File: src/rtl/acc_sequencer.sv
// acc_sequencer: multi-cycle fetch/decode/execute controller in front of the team ALU.
// Owns PC, instruction register and accumulator; fetches from a synchronous-read
// program memory and emits values through a valid/ready output port.
//
// Ports:
//   Clock, Reset         rising-edge clock, synchronous active-high reset
//   Start                begin execution at PC=0 (sampled only in IDLE/HALTED)
//   Busy, Halted         status flags
//   ProgAddr, ProgData   program memory address (=PC) / instruction word {Op, Imm}
//   AluA, AluB,
//   AluOpcode, AluResult ALU operand/opcode drive and combinational result
//   OutData, OutValid,
//   OutReady             output port, transfer on OutValid && OutReady
//   AccOut               accumulator visibility
module acc_sequencer #(
    parameter int unsigned WIDTH      = 4,
    parameter int unsigned ADDR_WIDTH = 4
) (
    input  logic                  Clock,
    input  logic                  Reset,
    input  logic                  Start,
    output logic                  Busy,
    output logic                  Halted,
    output logic [ADDR_WIDTH-1:0] ProgAddr,
    input  logic [WIDTH+3:0]      ProgData,
    output logic [WIDTH-1:0]      AluA,
    output logic [WIDTH-1:0]      AluB,
    output logic [3:0]            AluOpcode,
    input  logic [WIDTH-1:0]      AluResult,
    output logic [WIDTH-1:0]      OutData,
    output logic                  OutValid,
    input  logic                  OutReady,
    output logic [WIDTH-1:0]      AccOut
);

    localparam int unsigned IR_WIDTH = WIDTH + 4;

    localparam logic [3:0] OP_ADD  = 4'h0;
    localparam logic [3:0] OP_SHL  = 4'h1;
    localparam logic [3:0] OP_SUB  = 4'h2;
    localparam logic [3:0] OP_SHR  = 4'h3;
    localparam logic [3:0] OP_LDI  = 4'h4;
    localparam logic [3:0] OP_JMP  = 4'h5;
    localparam logic [3:0] OP_JZ   = 4'h6;
    localparam logic [3:0] OP_OUT  = 4'h7;
    localparam logic [3:0] OP_HALT = 4'hF;

    // ALU opcode whose result is 0; driven whenever the ALU is not in use.
    localparam logic [3:0] ALU_IDLE = 4'b0100;

    typedef enum logic [2:0] {
        IDLE    = 3'd0,
        FETCH   = 3'd1,
        DECODE  = 3'd2,
        EXECUTE = 3'd3,
        OUTPUT  = 3'd4,
        HALTED  = 3'd5
    } state_t;

    state_t                state, state_n;
    logic [ADDR_WIDTH-1:0] pc, pc_n;
    logic [IR_WIDTH-1:0]   ir, ir_n;
    logic [WIDTH-1:0]      acc, acc_n;
    logic [WIDTH-1:0]      out_data, out_data_n;
    logic                  out_valid, out_valid_n;
    logic [WIDTH-1:0]      alu_b, alu_b_n;
    logic [3:0]            alu_op, alu_op_n;
    logic                  busy, busy_n;
    logic                  halted, halted_n;

    logic [3:0]       ir_op, pd_op;
    logic [WIDTH-1:0] ir_imm, pd_imm;

    assign ir_op  = ir[IR_WIDTH-1:WIDTH];
    assign ir_imm = ir[WIDTH-1:0];
    assign pd_op  = ProgData[IR_WIDTH-1:WIDTH];
    assign pd_imm = ProgData[WIDTH-1:0];

    // State and datapath registers.
    always_ff @(posedge Clock) begin
        if (Reset) begin
            state     <= IDLE;
            pc        <= '0;
            ir        <= '0;
            acc       <= '0;
            out_data  <= '0;
            out_valid <= 1'b0;
            alu_b     <= '0;
            alu_op    <= ALU_IDLE;
            busy      <= 1'b0;
            halted    <= 1'b0;
        end else begin
            state     <= state_n;
            pc        <= pc_n;
            ir        <= ir_n;
            acc       <= acc_n;
            out_data  <= out_data_n;
            out_valid <= out_valid_n;
            alu_b     <= alu_b_n;
            alu_op    <= alu_op_n;
            busy      <= busy_n;
            halted    <= halted_n;
        end
    end

    // Next-state, datapath update and registered-output preparation.
    always_comb begin
        state_n     = state;
        pc_n        = pc;
        ir_n        = ir;
        acc_n       = acc;
        out_data_n  = out_data;
        out_valid_n = out_valid;
        alu_b_n     = '0;
        alu_op_n    = ALU_IDLE;

        case (state)
            IDLE, HALTED: begin
                if (Start) begin
                    state_n = FETCH;
                    pc_n    = '0;
                    acc_n   = '0;
                end
            end
            FETCH: state_n = DECODE;
            DECODE: begin
                ir_n    = ProgData;
                state_n = EXECUTE;
                // ALU drive is registered, so it is set up from the word being latched.
                case (pd_op)
                    OP_ADD, OP_SUB: begin
                        alu_b_n  = pd_imm;
                        alu_op_n = pd_op;
                    end
                    OP_SHL, OP_SHR: begin
                        alu_b_n  = acc;
                        alu_op_n = pd_op;
                    end
                    default: ;
                endcase
            end
            EXECUTE: begin
                state_n = FETCH;
                pc_n    = pc + ADDR_WIDTH'(1);
                case (ir_op)
                    OP_ADD, OP_SHL, OP_SUB, OP_SHR: acc_n = AluResult;
                    OP_LDI: acc_n = ir_imm;
                    OP_JMP: pc_n = ir_imm[ADDR_WIDTH-1:0];
                    OP_JZ: begin
                        if (acc == '0) pc_n = ir_imm[ADDR_WIDTH-1:0];
                    end
                    OP_OUT: begin
                        // PC advances only once the value has been accepted.
                        pc_n        = pc;
                        out_data_n  = acc;
                        out_valid_n = 1'b1;
                        state_n     = OUTPUT;
                    end
                    OP_HALT: begin
                        pc_n    = pc;
                        state_n = HALTED;
                    end
                    default: ;
                endcase
            end
            OUTPUT: begin
                if (out_valid && OutReady) begin
                    out_valid_n = 1'b0;
                    pc_n        = pc + ADDR_WIDTH'(1);
                    state_n     = FETCH;
                end
            end
            default: state_n = IDLE;
        endcase

        busy_n   = (state_n == FETCH) || (state_n == DECODE) ||
                   (state_n == EXECUTE) || (state_n == OUTPUT);
        halted_n = (state_n == HALTED);
    end

    assign Busy      = busy;
    assign Halted    = halted;
    assign ProgAddr  = pc;
    assign AluA      = acc;
    assign AluB      = alu_b;
    assign AluOpcode = alu_op;
    assign OutData   = out_data;
    assign OutValid  = out_valid;
    assign AccOut    = acc;

endmodule

File: config.mk
export PLATFORM = sky130hd
export DESIGN_NAME = acc_sequencer
export DESIGN_NICKNAME = d
export VERILOG_FILES = /design/src/rtl/acc_sequencer.sv
export SDC_FILE = /design/constraint.sdc
export NUM_CORES = 1
export LEC_CHECK = 0
export CAP_MARGIN = 0
export CORE_UTILIZATION = 45
export DETAILED_ROUTE_END_ITERATION = 8
export PLACE_DENSITY = 0.77
export SLEW_MARGIN = 5
export SYNTH_ARGS = -nofsm -noshare
export SYNTH_HDL_FRONTEND = slang
export SYNTH_SLANG_ARGS = --single-unit
File: constraint.sdc
create_clock -name Clock -period 1.9 [get_ports Clock]
set_clock_uncertainty 0.05 [all_clocks]
set_input_delay 0.57 -clock Clock [delete_from_list [all_inputs] [get_ports Clock]]
set_output_delay 0.57 -clock Clock [all_outputs]
set_load 0.005 [all_outputs]
==> impl_metrics.yaml <==
run_status:
  outcome: "complete, no violations"
global_routing:
  grt_first_pass_wirelength_um: 6741
  track_usage: 0.2209
  grt_overflow: 0
  grt_max_degree: 15
  grt_pass1_vias: 1408
  antenna_found_initial: 0
drt:
  vias: 1409
  drc: 0
  routed_wl_um: 3938
  ant_nets: 0
  dr.pass1.iters: 4
  drt-vias-per-instance: 5.219
  wl_per_cell_um: 14.59
  drtIter0Drc: 47
finish:
  area_growth_pct: 38.47
  diodes: 0
  layout.cells.non_filler: 270
  fin_nets: 240
  drive_gt1_frac: 0.1964
place:
  place_inst: 255
  place_congestion: 0.8865
  portBuffers: 42
  dp_hpwl_um: 2854
clocking:
  cts_buffer_depth: 2
  clk_pin_slew_ns: 0.12
  cts_buffers: 5
  cts_tree: "yes"
  h-tree-depth: 2
  clock_tree.root_cell: "clkbuf_4"
  clock_latency_ns: 0.35
  clock_sinks: 34
  ctsHoldBuffers: 0
power_and_ir_drop:
  p_seq_frac: 0.499
  p_leak_nw: 0.9115
  cellInternalPower_w: 0.001168
  power_density_nw_per_um2: 697.3
  switching_power_w: 0.0004086
  power_w: 0.001577
  comb_power_share: 0.166
  switching_share: 0.2592
  clkPwrFrac: 0.335
  vdd_ir_drop_max_uv: 439.7
timing:
  hold_ws_ns: 0.4570
  max_freq_mhz: 536.7
  fin_crit_ns: 1.863
  setup_viol: 0
  drv_slew: 0
  fin_crit_sh: 0.9806
  hold_violations: 0
job:
  maxCapViolations: 0
synthesis:
  yosys_register_bits: 34
  ys_seq_area_frac: 0.4169
  synth_most_common_cell: "dfxtp_1"
  yosysUniqueCellTypes: 41
  avgSynthCellArea_sq_um: 9.662
  synth_edf_count: 0
  netlist_area_sq_um: 1633
  synthesis.nets: 186
  yosys-top-cells-count: "dfxtp_1, nor2_1, mux2i_1"
  syn-instance-count: 169
  synthArstFlopShare: 0
  yosysTopAreaCell: "dfxtp_1"
  yosysWarnings: 0
  yosys.area.top_type_share: 0.4169
  synthFlopType: "dfxtp_1"
  synthTopCellsByArea: "dfxtp_1, mux2i_1, nor2_1, buf_4, a21oi_1"
floorplanning:
  num_rows: 21
  dieHeight_um: 62.24
  dieArea_sq_um: 3873
  die_w_um: 62.24
  initial_core_util: 0.4780
  core_area_sq_um: 3416
  io_pins: 43
critical_path:
  crit_arrival_ns: 1.24
  crit_family: "buffers and inverters"
  worstSetupPathType: "reg2out"
  cp-start-kind: "register"
  worstSetupEndpointType: "primary output"
  path_cells: "clkdlybuf4s50_1"
  cp_max_fo: 5
  critPathBufInv: 1
  crit_path_max_incr_delay_ns: 0.50
  slowest_stage: "clkdlybuf4s50_1"
  required_ns: 1.28
hold_path:
  min_path_type: "reg2reg"
-- cell families (layout without fill, tap and decap cells) --
logic type      count (synthesis)  after routing  share of synthesized area
simple gates                   61             61                     0.2123
flops                          34             34                     0.4169
compound gates                 26             26                     0.1272
mux                            26             26                     0.1594
buf+inv                        17             72                    0.05823
xor+xnor                        3              3                    0.01609
fa+ha+maj                       1              1                   0.007662
other cells                     1              1                   0.002297
-- layout make-up --
class,count,area (sq um)
clock buffer,7,45.04
clock inverter,1,30.03
fill,284,1155
inverter,5,18.77
multi-input combinational,118,859.6
sequential,34,701.9
tap,46,57.56
timing repair buffer,59,548.0
-- state kept, by name (all words and copies together) (netlist names) --
register,cells
ir,8
AluOpcode,4
ProgAddr,4
AccOut,4
state,3
Halted,1
OutData,4
Busy,1
AluB,4
OutValid,1
-- per-stage QoR --
| stage | instance area (sq um) | setup TNS [ns] | utilization | worst slack (ns) |
|---|---|---|---|---|
| after floorplan | 1633 | 0 | - | 0.3114 |
| after global placement | 2110 | -1.391 | 0.6176 | -0.2141 |
| after detailed placement | 2110 | -2.009 | 0.6176 | -0.3087 |
| after CTS | 2200 | 0 | 0.6440 | 0.0008274 |
| after global routing | 2261 | -0.004113 | 0.6619 | -0.003737 |
| final | 2261 | 0 | 0.6619 | 0.03693 |
-- power groups by stage --
| stage | clock network (W) | logic (W) | registers, W |
|---|---|---|---|
| after global routing | 0.000568 | 0.000288 | 0.000793 |
| after CTS | 0.000523 | 0.000259 | 0.000784 |
| after detailed placement | 0 | 0.000258 | 0.000806 |
| final | 0.000527 | 0.000262 | 0.000787 |
| after global placement | 0 | 0.000250 | 0.000802 |
| after floorplan | 0 | 0.000180 | 0.000781 |
-- tightest hold or removal path, stage by stage, from the launching register on --
cell and delay [ns]:
dfxtp_1 0.34, mux2i_1 0.06, nor2_1 0.07
-- worst paths after layout --
kind                                              start  slack [ns]  depth (start not counted)                        to
worst min-delay path            OutData[0]$_SDFFE_PP0P_        0.46                          2   OutData[0]$_SDFFE_PP0P_
worst min register to register  OutData[0]$_SDFFE_PP0P_        0.46                          2   OutData[0]$_SDFFE_PP0P_
worst max-delay path             AccOut[2]$_SDFFE_PP0P_        0.04                          1                   AluA[2]
worst max register to register      state[0]$_SDFF_PP0_        0.10                          5  ProgAddr[2]$_SDFFE_PP0P_
-- cells in the final DEF (no fill, tap or decap), drive strengths merged, types with 2 or more instances in the layout --
| cell type | n |
|---|---|
| a21oi | 7 |
| clkbuf | 7 |
| and3b | 2 |
| a22oi | 2 |
| buf | 17 |
| and3 | 2 |
| o21ai | 5 |
| clkdlybuf4s50 | 42 |
| nand3 | 3 |
| xnor2 | 3 |
| nor2 | 33 |
| mux2i | 26 |
| and4bb | 2 |
| nand2 | 6 |
| nor3 | 5 |
| inv | 5 |
| a211oi | 2 |
| a21o | 2 |
| dfxtp | 34 |
| nor2b | 3 |
-- per-layer routing --
metal  up-vias  routed length, um  track usage
met5         -                  0            0
met4         0                 42      0.05523
met2        37               2008       0.3874
met3         5                176      0.05331
li1        691                  -            -
met1       676               1711       0.2700
-- timing repair --
item	4_1_cts	5_1_grt
gates resized for setup	8	6
setup endpoints to repair	8	17
buffers inserted	0	7
(Power assumes the default switching activity.)
